## src/rtl/tpu_pkg.sv

```systemverilog
// tpu_pkg
// Shared types and constants for the systolic-array tile controller.
// SA_DIM       : array edge length (rows, columns, K-depth per pass)
// LANE_BITS    : width of one accumulator lane
// FETCH_CYCLES : index-issue plus data-return cycles for one K-chunk
// state_t      : tile controller state encoding
// lane_slice   : pulls lane 'lane' out of a packed row (lane 0 in the MSBs)
package tpu_pkg;

    localparam int SA_DIM       = 4;
    localparam int LANE_BITS    = 32;
    localparam int ROW_BITS     = SA_DIM * LANE_BITS;
    localparam int FETCH_CYCLES = 5;

    typedef enum logic [2:0] {
        IDLE,
        FETCH,
        ARM,
        RUN,
        CAPTURE,
        WRITE,
        DONE
    } state_t;

    typedef logic [LANE_BITS-1:0] lane_t;
    typedef logic [ROW_BITS-1:0]  row_t;

    // Column 0 lives in the top 32 bits of a row, so lane l sits at
    // bit offset (SA_DIM-1-l)*LANE_BITS.
    function automatic lane_t lane_slice(input row_t row, input int lane);
        return row[(SA_DIM-1-lane)*LANE_BITS +: LANE_BITS];
    endfunction

endpackage

```

## src/rtl/sa_tile_ctrl_if.sv

```systemverilog
// sa_tile_ctrl_if
// Global-buffer bus between the tile controller and the A/B/C buffers.
// A_index, B_index : read indices (controller -> buffers)
// A_data_in, B_data_in : read data, one cycle after the index (buffers -> controller)
// C_wr_en, C_index, C_data_out : result row write port (controller -> buffer C)
// master : controller side, slave : buffer side
interface sa_tile_ctrl_if #(
    parameter int ADDR_BITS  = 16,
    parameter int DATA_BITS  = 32,
    parameter int DATAC_BITS = 128
);

    logic [ADDR_BITS-1:0]  A_index;
    logic [ADDR_BITS-1:0]  B_index;
    logic [DATA_BITS-1:0]  A_data_in;
    logic [DATA_BITS-1:0]  B_data_in;
    logic                  C_wr_en;
    logic [ADDR_BITS-1:0]  C_index;
    logic [DATAC_BITS-1:0] C_data_out;

    modport master (
        output A_index, B_index, C_wr_en, C_index, C_data_out,
        input  A_data_in, B_data_in
    );

    modport slave (
        input  A_index, B_index, C_wr_en, C_index, C_data_out,
        output A_data_in, B_data_in
    );

endinterface

```

## src/rtl/tile_accumulator.sv

```systemverilog
// tile_accumulator
// Holds the 4x4 tile of 32-bit partial sums as four packed rows.
// clk, rst_n : clock and async active-low reset (clears the tile)
// clear      : synchronous clear of all rows
// add_en     : lane-wise add of add_row[r] into row r, modulo 2^32 per lane
// add_row    : incoming array result rows
// rd_row     : row select for the read port
// rd_data    : selected accumulated row
module tile_accumulator
    import tpu_pkg::*;
(
    input  logic       clk,
    input  logic       rst_n,
    input  logic       clear,
    input  logic       add_en,
    input  row_t       add_row [SA_DIM],
    input  logic [1:0] rd_row,
    output row_t       rd_data
);

    row_t acc [SA_DIM];
    row_t sum [SA_DIM];

    // Lanes add independently; carries never cross a lane boundary.
    always_comb begin
        for (int r = 0; r < SA_DIM; r++) begin
            sum[r] = '0;
            for (int l = 0; l < SA_DIM; l++) begin
                sum[r][(SA_DIM-1-l)*LANE_BITS +: LANE_BITS] =
                    lane_slice(acc[r], l) + lane_slice(add_row[r], l);
            end
        end
    end

    always_ff @(posedge clk or negedge rst_n) begin
        if (!rst_n) begin
            for (int r = 0; r < SA_DIM; r++) acc[r] <= '0;
        end else if (clear) begin
            for (int r = 0; r < SA_DIM; r++) acc[r] <= '0;
        end else if (add_en) begin
            for (int r = 0; r < SA_DIM; r++) acc[r] <= sum[r];
        end
    end

    assign rd_data = acc[rd_row];

endmodule

```

## src/rtl/sa_tile_ctrl.sv

```systemverilog
// sa_tile_ctrl
// Drives one 4x4 output tile through the systolic array: fetches A/B words
// per K-chunk, arms and runs the array, accumulates its results and writes
// the four result rows to buffer C.
// clk, rst_n               : clock, async active-low reset
// start, k_chunks          : tile request and number of K-chunks
// a_base, b_base, c_base   : buffer base indices, latched on start
// busy, done               : tile in progress / one-cycle completion pulse
// gbuf                     : global buffer bus (A/B reads, C writes)
// sa_rst_n, sa_busy        : array reset (active-low) and busy mirror
// sa_A0..3, sa_B0..3       : operand words held for the array
// sa_done, sa_C0..3        : array pass complete and its result rows
module sa_tile_ctrl
    import tpu_pkg::*;
#(
    parameter int ADDR_BITS  = 16,
    parameter int DATA_BITS  = 32,
    parameter int DATAC_BITS = 128
) (
    input  logic                  clk,
    input  logic                  rst_n,
    input  logic                  start,
    input  logic [7:0]            k_chunks,
    input  logic [ADDR_BITS-1:0]  a_base,
    input  logic [ADDR_BITS-1:0]  b_base,
    input  logic [ADDR_BITS-1:0]  c_base,
    output logic                  busy,
    output logic                  done,
    sa_tile_ctrl_if.master        gbuf,
    output logic                  sa_rst_n,
    output logic                  sa_busy,
    output logic [DATA_BITS-1:0]  sa_A0,
    output logic [DATA_BITS-1:0]  sa_A1,
    output logic [DATA_BITS-1:0]  sa_A2,
    output logic [DATA_BITS-1:0]  sa_A3,
    output logic [DATA_BITS-1:0]  sa_B0,
    output logic [DATA_BITS-1:0]  sa_B1,
    output logic [DATA_BITS-1:0]  sa_B2,
    output logic [DATA_BITS-1:0]  sa_B3,
    input  logic                  sa_done,
    input  logic [DATAC_BITS-1:0] sa_C0,
    input  logic [DATAC_BITS-1:0] sa_C1,
    input  logic [DATAC_BITS-1:0] sa_C2,
    input  logic [DATAC_BITS-1:0] sa_C3
);

    state_t               state;
    state_t               next_state;
    logic [2:0]           step;
    logic [7:0]           chunk;
    logic [7:0]           k_reg;
    logic [ADDR_BITS-1:0] a_reg;
    logic [ADDR_BITS-1:0] b_reg;
    logic [ADDR_BITS-1:0] c_reg;
    logic [DATA_BITS-1:0] op_a [SA_DIM];
    logic [DATA_BITS-1:0] op_b [SA_DIM];

    logic                 accept;
    logic                 more_chunks;
    logic [1:0]           slot;
    logic [ADDR_BITS-1:0] chunk_offset;
    row_t                 sa_rows [SA_DIM];
    row_t                 acc_row;

    assign accept       = (state == IDLE) && start;
    // Widened by one bit so k_chunks=255 cannot wrap the comparison.
    assign more_chunks  = ({1'b0, chunk} + 9'd1) < {1'b0, k_reg};
    // Data returned in fetch step s belongs to the index issued in step s-1.
    assign slot         = 2'(step - 3'd1);
    assign chunk_offset = ADDR_BITS'({chunk, 2'b00});

    assign sa_rows[0] = sa_C0;
    assign sa_rows[1] = sa_C1;
    assign sa_rows[2] = sa_C2;
    assign sa_rows[3] = sa_C3;

    tile_accumulator u_acc (
        .clk     (clk),
        .rst_n   (rst_n),
        .clear   (accept),
        .add_en  (state == CAPTURE),
        .add_row (sa_rows),
        .rd_row  (step[1:0]),
        .rd_data (acc_row)
    );

    // State register.
    always_ff @(posedge clk or negedge rst_n) begin
        if (!rst_n) state <= IDLE;
        else        state <= next_state;
    end

    // Next-state logic. A zero-chunk tile skips straight to writing zeros.
    always_comb begin
        next_state = state;
        case (state)
            IDLE:    if (start) next_state = (k_chunks == 8'd0) ? WRITE : FETCH;
            FETCH:   if (step == 3'(FETCH_CYCLES - 1)) next_state = ARM;
            ARM:     next_state = RUN;
            RUN:     if (sa_done) next_state = CAPTURE;
            CAPTURE: next_state = more_chunks ? FETCH : WRITE;
            WRITE:   if (step == 3'(SA_DIM - 1)) next_state = DONE;
            DONE:    next_state = IDLE;
            default: next_state = IDLE;
        endcase
    end

    // Outputs decode from the state so an async reset clears them at once.
    always_comb begin
        done            = 1'b0;
        sa_rst_n        = 1'b0;
        gbuf.A_index    = '0;
        gbuf.B_index    = '0;
        gbuf.C_wr_en    = 1'b0;
        gbuf.C_index    = '0;
        gbuf.C_data_out = '0;
        case (state)
            FETCH: begin
                if (step < 3'(SA_DIM)) begin
                    gbuf.A_index = a_reg + chunk_offset + ADDR_BITS'(step);
                    gbuf.B_index = b_reg + chunk_offset + ADDR_BITS'(step);
                end
            end
            RUN:   sa_rst_n = 1'b1;
            WRITE: begin
                gbuf.C_wr_en    = 1'b1;
                gbuf.C_index    = c_reg + ADDR_BITS'(step[1:0]);
                gbuf.C_data_out = DATAC_BITS'(acc_row);
            end
            DONE:  done = 1'b1;
            default: ;
        endcase
        busy = (state != IDLE);
    end

    assign sa_busy = busy;

    // Tile parameters, chunk/step counters and operand capture.
    always_ff @(posedge clk or negedge rst_n) begin
        if (!rst_n) begin
            step  <= '0;
            chunk <= '0;
            k_reg <= '0;
            a_reg <= '0;
            b_reg <= '0;
            c_reg <= '0;
            for (int j = 0; j < SA_DIM; j++) begin
                op_a[j] <= '0;
                op_b[j] <= '0;
            end
        end else begin
            if (accept) begin
                k_reg <= k_chunks;
                a_reg <= a_base;
                b_reg <= b_base;
                c_reg <= c_base;
                chunk <= '0;
            end else if (state == CAPTURE && more_chunks) begin
                chunk <= chunk + 8'd1;
            end

            if (state != next_state)                    step <= '0;
            else if (state == FETCH || state == WRITE) step <= step + 3'd1;
            else                                       step <= '0;

            if (state == FETCH && step != 3'd0) begin
                op_a[slot] <= gbuf.A_data_in;
                op_b[slot] <= gbuf.B_data_in;
            end
        end
    end

    assign sa_A0 = op_a[0];
    assign sa_A1 = op_a[1];
    assign sa_A2 = op_a[2];
    assign sa_A3 = op_a[3];
    assign sa_B0 = op_b[0];
    assign sa_B1 = op_b[1];
    assign sa_B2 = op_b[2];
    assign sa_B3 = op_b[3];

endmodule

```

## src/flat_wrapper.sv

```systemverilog
// flat-port wrapper written by rule: the top's interface ports become plain ports
module sa_tile_ctrl_flat import tpu_pkg::*;
#(
    parameter int ADDR_BITS  = 16,
    parameter int DATA_BITS  = 32,
    parameter int DATAC_BITS = 128
)
  (clk, rst_n, start, k_chunks, a_base, b_base, c_base, busy, done, sa_rst_n, sa_busy, sa_A0, sa_A1, sa_A2, sa_A3, sa_B0, sa_B1, sa_B2, sa_B3, sa_done, sa_C0, sa_C1, sa_C2, sa_C3, gbuf_A_index, gbuf_B_index, gbuf_C_wr_en, gbuf_C_index, gbuf_C_data_out, gbuf_A_data_in, gbuf_B_data_in);
  sa_tile_ctrl_if #(.ADDR_BITS(ADDR_BITS), .DATA_BITS(DATA_BITS), .DATAC_BITS(DATAC_BITS)) gbuf_i ();
  input  logic clk;
  input  logic rst_n;
  input  logic start;
  input  logic [7:0] k_chunks;
  input  logic [ADDR_BITS-1:0] a_base;
  input  logic [ADDR_BITS-1:0] b_base;
  input  logic [ADDR_BITS-1:0] c_base;
  output logic busy;
  output logic done;
  output logic sa_rst_n;
  output logic sa_busy;
  output logic [DATA_BITS-1:0] sa_A0;
  output logic [DATA_BITS-1:0] sa_A1;
  output logic [DATA_BITS-1:0] sa_A2;
  output logic [DATA_BITS-1:0] sa_A3;
  output logic [DATA_BITS-1:0] sa_B0;
  output logic [DATA_BITS-1:0] sa_B1;
  output logic [DATA_BITS-1:0] sa_B2;
  output logic [DATA_BITS-1:0] sa_B3;
  input  logic sa_done;
  input  logic [DATAC_BITS-1:0] sa_C0;
  input  logic [DATAC_BITS-1:0] sa_C1;
  input  logic [DATAC_BITS-1:0] sa_C2;
  input  logic [DATAC_BITS-1:0] sa_C3;
  output wire logic [$bits(gbuf_i.A_index)-1:0] gbuf_A_index;
  output wire logic [$bits(gbuf_i.B_index)-1:0] gbuf_B_index;
  output wire logic [$bits(gbuf_i.C_wr_en)-1:0] gbuf_C_wr_en;
  output wire logic [$bits(gbuf_i.C_index)-1:0] gbuf_C_index;
  output wire logic [$bits(gbuf_i.C_data_out)-1:0] gbuf_C_data_out;
  input wire logic [$bits(gbuf_i.A_data_in)-1:0] gbuf_A_data_in;
  input wire logic [$bits(gbuf_i.B_data_in)-1:0] gbuf_B_data_in;
  assign gbuf_A_index = gbuf_i.A_index;
  assign gbuf_B_index = gbuf_i.B_index;
  assign gbuf_C_wr_en = gbuf_i.C_wr_en;
  assign gbuf_C_index = gbuf_i.C_index;
  assign gbuf_C_data_out = gbuf_i.C_data_out;
  assign gbuf_i.A_data_in = gbuf_A_data_in;
  assign gbuf_i.B_data_in = gbuf_B_data_in;
  sa_tile_ctrl #(.ADDR_BITS(ADDR_BITS), .DATA_BITS(DATA_BITS), .DATAC_BITS(DATAC_BITS)) u_core (.clk(clk), .rst_n(rst_n), .start(start), .k_chunks(k_chunks), .a_base(a_base), .b_base(b_base), .c_base(c_base), .busy(busy), .done(done), .gbuf(gbuf_i), .sa_rst_n(sa_rst_n), .sa_busy(sa_busy), .sa_A0(sa_A0), .sa_A1(sa_A1), .sa_A2(sa_A2), .sa_A3(sa_A3), .sa_B0(sa_B0), .sa_B1(sa_B1), .sa_B2(sa_B2), .sa_B3(sa_B3), .sa_done(sa_done), .sa_C0(sa_C0), .sa_C1(sa_C1), .sa_C2(sa_C2), .sa_C3(sa_C3));
endmodule
```

## config.mk

```make
export PLATFORM = sky130hd
export DESIGN_NAME = sa_tile_ctrl_flat
export DESIGN_NICKNAME = d
export VERILOG_FILES = /design/src/rtl/tpu_pkg.sv /design/src/rtl/sa_tile_ctrl_if.sv /design/src/rtl/tile_accumulator.sv /design/src/rtl/sa_tile_ctrl.sv /design/src/flat_wrapper.sv
export SDC_FILE = /design/constraint.sdc
export NUM_CORES = 2
export LEC_CHECK = 0
export CORE_AREA = 3 3 415 417
export CTS_CLUSTER_SIZE = 25
export DETAILED_ROUTE_END_ITERATION = 16
export DIE_AREA = 0 0 418 420
export GPL_TIMING_DRIVEN = 0
export SLEW_MARGIN = 10
export SYNTH_ARGS = -nofsm -noshare
export SYNTH_HDL_FRONTEND = slang
export SYNTH_SLANG_ARGS = --single-unit
```

## constraint.sdc

```tcl
create_clock -name clk -period 4.1 [get_ports clk]
set_input_delay 0.615 -clock clk [delete_from_list [all_inputs] [get_ports clk]]
set_output_delay 0.615 -clock clk [all_outputs]
set_load 0.01 [all_outputs]
```

==> impl_results.md <==
* Status: finished, violations left
* Violated checks: setup timing
* Via count at 57100
* Maximum vdd drop at approximately 0.36 mV
* Final ANT Viol Nets at 0
* WL/cell at 28.4 um
* Clock slew at reported path FFs at 0.06 ns
* TritonCTS clock tree: yes
* Top post-synthesis cells by area: dfrtp_1, ha_1, o21ai_0
* Critical path depth at 14
* Cells after Synth at 6303
* Final WL at 281 mm
* Share of layout cells above drive strength 1 at 0.115
* Leading area contributor after synthesis: dfrtp_1
* Final WS setup at -0.266 ns
* Die W at approximately 420 um
* Final Cycle Share at 1.06
* Async SR Flop Fraction at 1.00
* Most used cell, CP: o21a_1
* GR Overflow Total at 0
* Clk_lat worst skew at 0.74 ns
* Core area at 169000 sq um
* CP Cell Sequence: fa_1 -> inv_2 -> fa_2 -> nor2b_4 -> o21ai_2 -> a21boi_2 -> o21ai_2 -> a21boi_2 -> o21a_1 -> o21a_1 -> o21a_1 -> o21a_1 -> nor3_2 -> buf_4
* Reg with most FFs: u_core.u_acc.acc
* Crit path launch type: flip-flop
* Synth unique cells at 106
* CTS H-tree depth at 3
* Finished Layout Cells at 9902
* Dpl hpwl at 227 mm
* Flip-flop count of the largest register after layout at a little over 500
* Max Cap Violations at 0
* Placed Area at 73900 sq um
* Top post-synthesis cells by count: dfrtp_1, nand2_1, o21ai_0
* Root Buffer: clkbuf_16
* Largest net degree at the start of global routing at 132
* Area delta synth->final at 30.5%
* Total CTS buffers at 104
* Detailed Routing Iterations Pass 1 at 6
* Clock Sinks at 838
* Layout Skew at 0.0590 ns
* Top-level port count at 1073
* Leak pwr at ~36 nW
* Top cell type's share of synthesized area at 0.349
* Row count at 151
* Most used DFF post-synth: dfrtp_1
* EDFF count, synth at 0
* Slew Limit Fails at 0
* WP buf/inv at 2
* Placed Instances at 9605
* Initial antenna violation count at approximately 110
* Synth Cell Area at 60000 sq um
* Worst r2r src: u_core.u_acc.acc[385]$_DFFE_PN0P_
* Total die area at 176000 sq um
* Worst r2r dst: u_core.u_acc.acc[415]$_DFFE_PN0P_
* Max Clock Freq at 0.229 GHz
* Vias in the first global route at around 55000
* Sequential Area at 21000 sq um
* Rel. slew slack at 0.197
* Synth warn at 0
* WS Path Type: reg -> out
* Seq/Total Area, Yosys at 0.349
* Worst EP required at 3.48 ns
* Post-DR vias/cell at 5.76
* Nets@finish at 8738
* CP max-delay cell: fa_1
* # fillers at 15900
* DRC Markers at 0
* Die Ht at 420 um
* Util after Layout at 0.463
* Final instance area at 78400 sq um
* CP Max Fanout at 3
* Gr usage total at 0.308
* Placer Congestion at 0.979
* Type of the most critical hold path: in -> async
* Final setup viols at 14
* Fin crit period at 4.37 ns
* Starting Density at 0.355
* RSZ-0062 raised after global routing: true
* Clock Path Buffers at 3
* Post-Synthesis Net Count at 7511
* Footprint of the multi-input gates at approximately 38000 sq um
* Most frequent cell after synthesis: dfrtp_1
* First-pass GRT wire length at 391 mm
* Endpoints failing hold at 0
* CP peak stage delay at ~0.58 ns
* Syn avg cell area at 9.53 sq um
* Port buffer count at about 1100
* DR iter-0 viols at 5320
* Worst slew pin tran at 1.20 ns
* Data arrival, critical path at around 3.8 ns
* Kind of cell adding the most delay to the critical path: compound AO/OA/AOI/OAI gates
* R2R setup slack at 0.16 ns
* PwrDens at 694 nW/um^2
* R2r worst-path depth at 11
* Yosys reg bits at 838
* Worst setup EP type: output port
[power breakdown]
part / switching [mW] / internal [mW]
combinational: 16.5 / 13.2
sequential: 2.99 / 11.6
clock: 4.18 / 5.81
total: 23.7 / 30.7
[layout by cell type (no fill, tap or decap), types with 218 or more instances in the layout]
master,n
clkdlybuf4s50_1,1036
xor2_1,218
o21ai_0,573
nor2_1,228
ha_1,544
nand2_1,756
dfrtp_1,834
a21o_1,225
a21oi_1,402
mux2_2,256
[layer usage]
metal,vias to the layer above,wire [um],track usage
met5,-,157,0
met4,26,15600,0.173
met3,528,20700,0.0613
met2,2424,130000,0.486
met1,28300,115000,0.394
li1,25800,-,-
[stage by stage]
stage	hold WS (ns)	power, mW	worst slack, ns	TNS [ns]
floorplan	0.319	31.7	0.558	0
global placement	0.457	43.2	-38.58	-
detailed placement	0.461	43.8	-2.28	-720.73
CTS	0.342	54.1	-0.285	-2.12
global route	0.394	57.6	-0.430	-4.40
finish	0.393	54.4	-0.266	-1.88
[worst max path at each step]
stage	from	slack, ns	end
2_1_floorplan	u_core.step[1]$_DFF_PN0_	0.56	gbuf_A_index[11]
3_3_place_gp	rst_n	-38.58	u_core.u_acc.acc[405]$_DFFE_PN0P_
3_5_place_dp	u_core.step[0]$_DFF_PN0_	-2.28	u_core.sa_A3[4]$_DFFE_PN0P_
4_1_cts	u_core.chunk[0]$_DFFE_PN0P_	-0.29	gbuf_A_index[11]
5_1_grt	u_core.chunk[0]$_DFFE_PN0P_	-0.43	gbuf_A_index[11]
6_report	u_core.chunk[0]$_DFFE_PN0P_	-0.27	gbuf_A_index[11]
[cell type report]
type	instances	area share
tap	2218	0.0354
timing repair buffer	1124	0.144
antenna	69	0.00220
clock buffer	146	0.0387
buffer	238	0.0142
sequential	838	0.268
multi-input combinational	5042	0.481
clock inverter	45	0.00792
inverter	182	0.00872
[worst reg2reg max path: stages (launching register included)]
cell and delay, ns:
dfrtp_1 0.39, ha_1 0.28, a21o_1 0.18, a21oi_1 0.32, o21ai_1 0.23, a311oi_1 0.48, nor2b_1 0.25, o21ai_1 0.24
a211oi_2 0.43, a21oi_2 0.26, mux2i_2 0.53, mux2i_1 0.25
[cell families (layout without fill, tap and decap cells)]
logic type / after synthesis / count (layout) / share of synthesized area
buffers and inverters: 423 / 1735 / 0.0267
AO/OA/AOI/OAI: 1915 / 1915 / 0.204
AND/OR/NAND/NOR: 1744 / 1744 / 0.139
XOR/XNOR: 403 / 403 / 0.0588
multiplexers: 408 / 408 / 0.100
adder cells (fa/ha/maj): 572 / 572 / 0.122
flip-flops: 838 / 838 / 0.349
other: 0 / 69 / 0
[what timing repair did]
item                                    4_1_cts  5_1_grt
gates resized for setup                     252       63
hold buffers                                  1        0
setup buffers                                28       11
endpoints found under the setup margin      578      111
pin swaps                                    31       29
hold endpoints to repair                     61        0
Note: power is estimated with default switching activity, not from simulation.
